<file path="config.mk">
export PLATFORM = sky130hd
export DESIGN_NAME = pll_rst_seq_flat
export DESIGN_NICKNAME = d
export VERILOG_FILES = /design/src/rtl/pll_rst_pkg.sv /design/src/rtl/pll_rst_seq_if.sv /design/src/rtl/bit_sync.sv /design/src/rtl/pll_rst_seq.sv /design/src/flat_wrapper.sv
export SDC_FILE = /design/constraint.sdc
export NUM_CORES = 1
export LEC_CHECK = 0
export ABC_AREA = 1
export BUFFER_PORTS_ARGS = -buffer_cell sky130_fd_sc_hd__buf_2
export CORE_UTILIZATION = 64
export CTS_BUF_LIST = sky130_fd_sc_hd__clkbuf_8
export CTS_CLUSTER_SIZE = 28
export DETAILED_ROUTE_END_ITERATION = 10
export PLACE_DENSITY = 0.84
export SETUP_SLACK_MARGIN = 0.1
export SLEW_MARGIN = 20
export SYNTH_ARGS = -nofsm -noshare
export SYNTH_HDL_FRONTEND = slang
export SYNTH_HIERARCHICAL = 1
export SYNTH_SLANG_ARGS = --single-unit
</file>
<file path="constraint.sdc">
create_clock -name clk_in -period 2.1 [get_ports clk_in]
set_clock_uncertainty 0.2 [all_clocks]
set_input_delay 0.21 -clock clk_in [delete_from_list [all_inputs] [get_ports clk_in]]
set_output_delay 0.21 -clock clk_in [all_outputs]
set_load 0.01 [all_outputs]
</file>
<file path="src/rtl/pll_rst_pkg.sv">
// Shared types and defaults for the PLL supervisor / reset sequencer.
//   state_e : sequencer states
//   DEF_*   : default parameter values
//   RETRY_W : width of the retry counter (saturates at RETRY_MAX)
//   cnt_w() : bits needed to hold a counter's maximum value
package pll_rst_pkg;

    typedef enum logic [2:0] {
        RESET_PLL,
        WAIT_LOCK,
        STABLE,
        RELEASE,
        RUN,
        FAULT
    } state_e;

    localparam int unsigned DEF_NUM_DOMAINS         = 2;
    localparam int unsigned DEF_RST_PULSE_CYCLES    = 16;
    localparam int unsigned DEF_LOCK_TIMEOUT_CYCLES = 100000;
    localparam int unsigned DEF_LOCK_STABLE_CYCLES  = 1024;
    localparam int unsigned DEF_STAGE_DELAY_CYCLES  = 64;
    localparam int unsigned DEF_MAX_RETRIES         = 7;

    localparam int unsigned RETRY_W   = 4;
    localparam int unsigned RETRY_MAX = (1 << RETRY_W) - 1;

    // Width that holds 0..max_val, never less than one bit.
    function automatic int unsigned cnt_w(input int unsigned max_val);
        return (max_val < 2) ? 1 : $clog2(max_val + 1);
    endfunction

endpackage

</file>
<file path="src/rtl/pll_rst_seq_if.sv">
// Status/control bundle between the PLL supervisor and its surroundings.
//   pll_locked  : PLL LOCKED, asynchronous to the supervisor clock
//   clear_fault : single-cycle pulse, leaves FAULT and clears lock_lost
//   pll_reset   : PLL reset, active-high
//   rst_out     : per-domain resets, active-high, bit 0 released first
//   ready       : lock qualified and all domains out of reset
//   lock_lost   : sticky, lock dropped after qualification
//   fault       : retries exhausted
//   retry_count : timeouts in the current acquisition
// master = supervisor side, slave = consumer side.
interface pll_rst_seq_if
    import pll_rst_pkg::*;
#(
    parameter int unsigned NUM_DOMAINS = DEF_NUM_DOMAINS
);
    logic                   pll_locked;
    logic                   clear_fault;
    logic                   pll_reset;
    logic [NUM_DOMAINS-1:0] rst_out;
    logic                   ready;
    logic                   lock_lost;
    logic                   fault;
    logic [RETRY_W-1:0]     retry_count;

    modport master (
        input  pll_locked,
        input  clear_fault,
        output pll_reset,
        output rst_out,
        output ready,
        output lock_lost,
        output fault,
        output retry_count
    );

    modport slave (
        output pll_locked,
        output clear_fault,
        input  pll_reset,
        input  rst_out,
        input  ready,
        input  lock_lost,
        input  fault,
        input  retry_count
    );

endinterface

</file>
<file path="src/rtl/bit_sync.sv">
// Two-flop synchroniser for a single asynchronous status bit.
//   clk : destination clock
//   rst : asynchronous active-high reset, output resets to 0
//   d   : asynchronous input
//   q   : synchronised output, two clk cycles behind d
module bit_sync (
    input  logic clk,
    input  logic rst,
    input  logic d,
    output logic q
);

    logic meta;

    always_ff @(posedge clk or posedge rst) begin
        if (rst) begin
            meta <= 1'b0;
            q    <= 1'b0;
        end else begin
            meta <= d;
            q    <= meta;
        end
    end

endmodule

</file>
<file path="src/rtl/pll_rst_seq.sv">
// PLL supervisor and staggered reset sequencer, clocked from the board
// reference clock that feeds the PLL.
//   clk_in : reference clock
//   reset  : asynchronous active-high reset
//   bus    : pll_rst_seq_if.master (lock input, clear_fault, PLL reset,
//            per-domain resets and status flags)
module pll_rst_seq
    import pll_rst_pkg::*;
#(
    parameter int unsigned NUM_DOMAINS         = DEF_NUM_DOMAINS,
    parameter int unsigned RST_PULSE_CYCLES    = DEF_RST_PULSE_CYCLES,
    parameter int unsigned LOCK_TIMEOUT_CYCLES = DEF_LOCK_TIMEOUT_CYCLES,
    parameter int unsigned LOCK_STABLE_CYCLES  = DEF_LOCK_STABLE_CYCLES,
    parameter int unsigned STAGE_DELAY_CYCLES  = DEF_STAGE_DELAY_CYCLES,
    parameter int unsigned MAX_RETRIES         = DEF_MAX_RETRIES
) (
    input  logic          clk_in,
    input  logic          reset,
    pll_rst_seq_if.master bus
);

    localparam int unsigned STAGE_SPAN = NUM_DOMAINS * STAGE_DELAY_CYCLES;
    localparam int unsigned CNT_MAX_A  = (RST_PULSE_CYCLES > LOCK_STABLE_CYCLES) ?
                                         RST_PULSE_CYCLES : LOCK_STABLE_CYCLES;
    localparam int unsigned CNT_MAX    = (CNT_MAX_A > STAGE_SPAN) ? CNT_MAX_A : STAGE_SPAN;
    localparam int unsigned CNT_W      = cnt_w(CNT_MAX);
    localparam int unsigned TMO_W      = cnt_w(LOCK_TIMEOUT_CYCLES - 1);

    localparam logic [CNT_W-1:0] RST_LAST = CNT_W'(RST_PULSE_CYCLES - 1);
    localparam logic [CNT_W-1:0] STB_LAST = CNT_W'(LOCK_STABLE_CYCLES - 1);
    localparam logic [CNT_W-1:0] REL_LAST = CNT_W'(STAGE_SPAN);
    localparam logic [TMO_W-1:0] TMO_LAST = TMO_W'(LOCK_TIMEOUT_CYCLES - 1);

    // A retry limit above what the counter can show can never be reached.
    localparam bit                 FAULT_EN = (MAX_RETRIES != 0) && (MAX_RETRIES <= RETRY_MAX);
    localparam logic [RETRY_W-1:0] MAX_R    = RETRY_W'(MAX_RETRIES);

    state_e                 state_q, state_d;
    logic [CNT_W-1:0]       cnt_q, cnt_d;
    logic [TMO_W-1:0]       tmo_q, tmo_d;
    logic                   pll_reset_q, pll_reset_d;
    logic [NUM_DOMAINS-1:0] rst_out_q, rst_out_d;
    logic                   ready_q, ready_d;
    logic                   lock_lost_q, lock_lost_d;
    logic                   fault_q, fault_d;
    logic [RETRY_W-1:0]     retry_q, retry_d;

    logic                   lk;
    logic                   tmo_hit;
    logic [RETRY_W-1:0]     retry_inc;
    logic                   timeout;
    logic                   loss;

    // Bring the PLL lock indication into the clk_in domain.
    bit_sync u_lock_sync (
        .clk (clk_in),
        .rst (reset),
        .d   (bus.pll_locked),
        .q   (lk)
    );

    // tmo holds at its terminal value so a late lk in WAIT_LOCK still times
    // out on the following STABLE cycle instead of wrapping.
    assign tmo_hit   = (tmo_q == TMO_LAST);
    assign retry_inc = (retry_q == RETRY_W'(RETRY_MAX)) ? retry_q : retry_q + RETRY_W'(1);

    // State and registered outputs.
    always_ff @(posedge clk_in or posedge reset) begin
        if (reset) begin
            state_q     <= RESET_PLL;
            cnt_q       <= '0;
            tmo_q       <= '0;
            pll_reset_q <= 1'b1;
            rst_out_q   <= '1;
            ready_q     <= 1'b0;
            lock_lost_q <= 1'b0;
            fault_q     <= 1'b0;
            retry_q     <= '0;
        end else begin
            state_q     <= state_d;
            cnt_q       <= cnt_d;
            tmo_q       <= tmo_d;
            pll_reset_q <= pll_reset_d;
            rst_out_q   <= rst_out_d;
            ready_q     <= ready_d;
            lock_lost_q <= lock_lost_d;
            fault_q     <= fault_d;
            retry_q     <= retry_d;
        end
    end

    // Next-state and next-output logic.
    always_comb begin
        state_d     = state_q;
        cnt_d       = cnt_q;
        tmo_d       = tmo_q;
        pll_reset_d = pll_reset_q;
        rst_out_d   = rst_out_q;
        ready_d     = ready_q;
        lock_lost_d = lock_lost_q;
        fault_d     = fault_q;
        retry_d     = retry_q;
        timeout     = 1'b0;
        loss        = 1'b0;

        case (state_q)
            RESET_PLL: begin
                pll_reset_d = 1'b1;
                if (cnt_q == RST_LAST) begin
                    state_d     = WAIT_LOCK;
                    pll_reset_d = 1'b0;
                    cnt_d       = '0;
                    tmo_d       = '0;
                end else begin
                    cnt_d = cnt_q + CNT_W'(1);
                end
            end

            WAIT_LOCK: begin
                if (!tmo_hit) begin
                    tmo_d = tmo_q + TMO_W'(1);
                end
                if (lk) begin
                    state_d = STABLE;
                    cnt_d   = '0;
                end else if (tmo_hit) begin
                    timeout = 1'b1;
                end
            end

            // Stable terminal beats a coincident timeout.
            STABLE: begin
                if (lk && (cnt_q == STB_LAST)) begin
                    state_d = RELEASE;
                    cnt_d   = '0;
                    tmo_d   = '0;
                end else if (tmo_hit) begin
                    timeout = 1'b1;
                end else begin
                    tmo_d = tmo_q + TMO_W'(1);
                    if (lk) begin
                        cnt_d = cnt_q + CNT_W'(1);
                    end else begin
                        state_d = WAIT_LOCK;
                        cnt_d   = '0;
                    end
                end
            end

            // Bits clear at strictly increasing counts, so release is in order.
            RELEASE: begin
                if (!lk) begin
                    loss = 1'b1;
                end else if (cnt_q == REL_LAST) begin
                    state_d = RUN;
                    ready_d = 1'b1;
                    retry_d = '0;
                end else begin
                    cnt_d = cnt_q + CNT_W'(1);
                    for (int unsigned i = 0; i < NUM_DOMAINS; i++) begin
                        if (cnt_q == CNT_W'(STAGE_DELAY_CYCLES * (i + 1) - 1)) begin
                            rst_out_d[i] = 1'b0;
                        end
                    end
                end
            end

            RUN: begin
                if (!lk) begin
                    loss = 1'b1;
                end
            end

            FAULT: begin
                pll_reset_d = 1'b1;
                rst_out_d   = '1;
                ready_d     = 1'b0;
                fault_d     = 1'b1;
                if (bus.clear_fault) begin
                    state_d = RESET_PLL;
                    fault_d = 1'b0;
                    retry_d = '0;
                    cnt_d   = '0;
                end
            end

            default: begin
                state_d     = RESET_PLL;
                pll_reset_d = 1'b1;
                cnt_d       = '0;
            end
        endcase

        // Lock timeout: count it, then retry or give up.
        if (timeout) begin
            retry_d     = retry_inc;
            cnt_d       = '0;
            pll_reset_d = 1'b1;
            if (FAULT_EN && (retry_inc == MAX_R)) begin
                state_d = FAULT;
                fault_d = 1'b1;
            end else begin
                state_d = RESET_PLL;
            end
        end

        // Lock dropped after qualification: slam every domain back into reset.
        if (loss) begin
            state_d     = RESET_PLL;
            cnt_d       = '0;
            pll_reset_d = 1'b1;
            rst_out_d   = '1;
            ready_d     = 1'b0;
        end

        // Setting lock_lost wins over a coincident clear.
        if (loss) begin
            lock_lost_d = 1'b1;
        end else if (bus.clear_fault) begin
            lock_lost_d = 1'b0;
        end
    end

    assign bus.pll_reset   = pll_reset_q;
    assign bus.rst_out     = rst_out_q;
    assign bus.ready       = ready_q;
    assign bus.lock_lost   = lock_lost_q;
    assign bus.fault       = fault_q;
    assign bus.retry_count = retry_q;

endmodule

</file>
<file path="src/flat_wrapper.sv">
// flat-port wrapper written by rule: the top's interface ports become plain ports
module pll_rst_seq_flat import pll_rst_pkg::*;
#(
    parameter int unsigned NUM_DOMAINS         = DEF_NUM_DOMAINS,
    parameter int unsigned RST_PULSE_CYCLES    = DEF_RST_PULSE_CYCLES,
    parameter int unsigned LOCK_TIMEOUT_CYCLES = DEF_LOCK_TIMEOUT_CYCLES,
    parameter int unsigned LOCK_STABLE_CYCLES  = DEF_LOCK_STABLE_CYCLES,
    parameter int unsigned STAGE_DELAY_CYCLES  = DEF_STAGE_DELAY_CYCLES,
    parameter int unsigned MAX_RETRIES         = DEF_MAX_RETRIES
)
  (clk_in, reset, bus_pll_locked, bus_clear_fault, bus_pll_reset, bus_rst_out, bus_ready, bus_lock_lost, bus_fault, bus_retry_count);
  pll_rst_seq_if #(.NUM_DOMAINS(NUM_DOMAINS)) bus_i ();
  input  logic clk_in;
  input  logic reset;
  input wire logic [$bits(bus_i.pll_locked)-1:0] bus_pll_locked;
  input wire logic [$bits(bus_i.clear_fault)-1:0] bus_clear_fault;
  output wire logic [$bits(bus_i.pll_reset)-1:0] bus_pll_reset;
  output wire logic [$bits(bus_i.rst_out)-1:0] bus_rst_out;
  output wire logic [$bits(bus_i.ready)-1:0] bus_ready;
  output wire logic [$bits(bus_i.lock_lost)-1:0] bus_lock_lost;
  output wire logic [$bits(bus_i.fault)-1:0] bus_fault;
  output wire logic [$bits(bus_i.retry_count)-1:0] bus_retry_count;
  assign bus_i.pll_locked = bus_pll_locked;
  assign bus_i.clear_fault = bus_clear_fault;
  assign bus_pll_reset = bus_i.pll_reset;
  assign bus_rst_out = bus_i.rst_out;
  assign bus_ready = bus_i.ready;
  assign bus_lock_lost = bus_i.lock_lost;
  assign bus_fault = bus_i.fault;
  assign bus_retry_count = bus_i.retry_count;
  pll_rst_seq #(.NUM_DOMAINS(NUM_DOMAINS), .RST_PULSE_CYCLES(RST_PULSE_CYCLES), .LOCK_TIMEOUT_CYCLES(LOCK_TIMEOUT_CYCLES), .LOCK_STABLE_CYCLES(LOCK_STABLE_CYCLES), .STAGE_DELAY_CYCLES(STAGE_DELAY_CYCLES), .MAX_RETRIES(MAX_RETRIES)) u_core (.clk_in(clk_in), .reset(reset), .bus(bus_i));
endmodule
</file>
==> run_results.csv <==
group,metric,value,unit
worst_setup_path,crit_arrival,2.10,ns
worst_setup_path,crit_fanout,8,
global_route,met2_usage,57.63,%
placement,dp.cells,551,
power_and_ir_drop,p_seq_share,29.0,%
global_route,grt_overflow_total,0,
cts,h-tree-depth,2,
floorplanning,start_util,67.16,%
worst_setup_path,r2r_start,"u_core/cnt_q[5]",
final_layout,instances_no_fill,593,
floorplanning,io_pins,14,
flow_run,cap_violations,0,
synthesis,synth_nets,466,
final_layout,final_cell_mix,"nand2_1 (124), inv_1 (46), buf_4 (45)",
power_and_ir_drop,p_per_area,960.2,mW/mm2
worst_setup_path,reg2reg_slack,0.002,ns
global_route,grtUsageMet1,45.79,%
power_and_ir_drop,p_leak,1.936,nW
final_layout,final_common_cell,"nand2_1",
cts,numCtsBuffers,5,
cts,clkSlewWorstSetupHoldPaths,0.09,ns
final_layout,drive_gt1_share,29.85,%
detailed_routing,vias_per_cell,6.437,
detailed_routing,via_count,3817,
hold_path,hold_path.class,"input pin to async pin",
detailed_routing,dr.first_iter.drc_count,847,
global_route,grt-busiest-layer,"met2",
timing,setup_slack,0.002299,ns
power_and_ir_drop,pwr-share-comb,57.2,%
placement,hpwl,5.670,mm
global_route,grt_max_degree,42,
floorplanning,die_w,72.64,um
timing,drv_slew,0,
placement,place.port_buffers,13,
synthesis,yosysWarnings,6,
cts,cts_sinks,43,
synthesis,ys_types,36,
floorplanning,num_rows,25,
timing,max_freq,476.7,MHz
timing,tightest_slew,0.5303,ns
timing,fin_crit_sh,99.89,%
final_layout,fill_cells,243,
placement,gp_congestion,0.9223,
synthesis,synth_flop_cell,"dfrtp_1",
detailed_routing,drt_wl_total,10.75,mm
worst_setup_path,crit_required,2.10,ns
cts,clk_path_buf_depth,2,
floorplanning,core_area,0.004755,mm2
power_and_ir_drop,pwr-share-clk,13.8,%
global_route,grt_pass1_wl,14.17,mm
detailed_routing,ant_nets,0,
global_route,grt_usage,34.85,%
power_and_ir_drop,ir_drop,0.8079,mV
detailed_routing,wire_per_inst,18.12,um
synthesis,ys_ff_latch,43,
final_layout,antenna_cells,0,
synthesis,syn-instance-count,458,
global_route,use_met3,6.354,%
status,status,"finished clean",
worst_setup_path,setup.worst_path.start,"u_core/cnt_q[5]",
synthesis,synth_area,0.003193,mm2
global_route,grt_pass1_vias,3158,
worst_setup_path,crit_type,"flop to flop",
floorplanning,die_height,72.64,um
cts,clk_latency,0.31,ns
synthesis,yosysSeqAreaShare,33.82,%
synthesis,synth-async-reset-ratio,100.0,%
power_and_ir_drop,p_switching,1.852,mW
cts,cts-root-buf,"clkbuf_8",
timing,final.min_clock_period,2.098,ns
placement,dpl_worst_slack,0.03342,ns
timing,setup_viol_count_final,0,
timing,grt_setup_unrepaired,"true",
detailed_routing,drc,0,
floorplanning,fp.dieArea,0.005276,mm2
cts,cts_tree,"built",
synthesis,synth_edf_count,0,
timing,max_slew_margin,64.65,%
timing,hold_viol,0,
worst_setup_path,reg2reg_depth,10,
worst_setup_path,cp-end-kind,"flop",
final_layout,fin_nets,533,
detailed_routing,drtPass1Iterations,9,
worst_setup_path,start_kind,"flop",
global_route,antenna_found_initial,0,
final_layout,area_delta_synth_final,27.27,%
power_and_ir_drop,swShare,47.46,%
synthesis,syn_avg_cell_area,6.972,um2
worst_setup_path,worstReg2RegEnd,"u_core/tmo_q[7]",
power_and_ir_drop,internal_power,2.050,mW
critical path, stage by stage, from the launching register on:
cell     delay [ns]
dfrtp_1        0.46
inv_1          0.14
nand2_1        0.11
nor2_2         0.20
nand3_4        0.13
nand2_4        0.13
nand2_8        0.10
nor2_8         0.21
nand2_4        0.09
nor3_1         0.15
nor2_1         0.07
per-layer routing:
| layer | vias up | part of all wire [%] |
|---|---|---|
| met3 | 90 | 12 |
| met1 | 1719 | 37 |
| met5 | - | 0 |
| li1 | 1640 | - |
| met2 | 368 | 45 |
| met4 | 0 | 5.9 |
kinds of logic (layout without fill, tap and decap cells):
group                    count (synthesis)  count (layout)  share of synthesized area, %
XOR/XNOR                                 8               8                         2.194
buffers and inverters                   63             129                         8.228
AO/OA/AOI/OAI                           46              46                         8.738
flip-flops                              43              43                         33.82
adder cells (fa/ha/maj)                  4               4                         1.567
AND/OR/NAND/NOR                        294             296                         45.46
how the worst max path moves through the flow:
stage,endpoint,slack [ns],cells past startpoint
2_1_floorplan,u_core/state_q[2],0.15,12
3_5_place_dp,u_core/tmo_q[7],0.03,10
6_report,u_core/tmo_q[7],0.002,10
3_3_place_gp,u_core/tmo_q[7],0.11,10
5_1_grt,u_core/cnt_q[10],-0.07,10
4_1_cts,u_core/state_q[2],0.09,12
area by class of cell:
class / instances / area (um2) / area share [%]
Clock buffer: 5 / 68.82 / 1.693
Sequential cell: 43 / 1092 / 26.88
Multi-Input combinational cell: 354 / 2110 / 51.91
Clock inverter: 3 / 16.27 / 0.4002
Timing Repair Buffer: 65 / 478.0 / 11.76
Inverter: 56 / 215.2 / 5.296
Tap cell: 67 / 83.83 / 2.063
power by group through the flow:
| stage | clock, mW | combinational, mW | sequential (mW) |
|---|---|---|---|
| floorplan | 0 | 1.14 | 1.14 |
| global placement | 0 | 1.51 | 1.13 |
| detailed placement | 0 | 1.54 | 1.13 |
| CTS | 0.528 | 1.75 | 1.13 |
| global route | 0.562 | 2.38 | 1.14 |
| finish | 0.540 | 2.23 | 1.13 |
repair_timing:
action	4_1_cts	5_1_grt
hold endpoints to repair	42	0
resized for setup	14	60
hold buffers	3	0
pin swaps	9	23
cloned	1	1
endpoints found under the setup margin	26	32
buffers inserted	10	20
synthesized netlist by cell type (4+ instances only):
library cell  number  share of area, %
nand2_2            7               1.4
ha_1               4               1.6
nor2_1            52               6.1
nand3_2            5               1.6
nand4_1           19               3.7
o21ai_0           12               1.9
inv_2              6              0.71
o21ai_1           11               1.7
xor2_1             8               2.2
inv_1             48               5.6
nand3_1           49               7.7
nand2_4            4               1.4
o211ai_1           6               1.4
nor2_4             8               2.8
nand2_1          127                15
dfrtp_1           40                31
nor3_1            12               1.9
a21oi_1            6              0.94
stage by stage:
stage	cell area, um2	util, %	hold slack (ns)	power (mW)	setup TNS [ns]
after floorplan	3193	-	-0.2488	2.284	0
after CTS	3696	77.74	0.09133	3.401	0
after detailed placement	3440	72.34	-0.1277	2.676	0
after global placement	3440	72.34	-0.1303	2.639	0
final	4064	85.47	0.09355	3.902	0
after global routing	4064	85.47	0.1006	4.081	-0.4285
sequential cells by signal, summed over array words and instances, names as in the netlist:
name / cells
u_core/bus.fault: 1
u_core/bus.lock_lost: 1
u_core/bus.pll_reset: 1
u_core/bus.ready: 1
u_core/bus.retry_count: 4
u_core/bus.rst_out: 2
u_core/cnt_q: 11
u_core/state_q: 3
u_core/tmo_q: 17
u_core/u_lock_sync/meta: 1
u_core/u_lock_sync/q: 1
(Power assumes the default switching activity.)
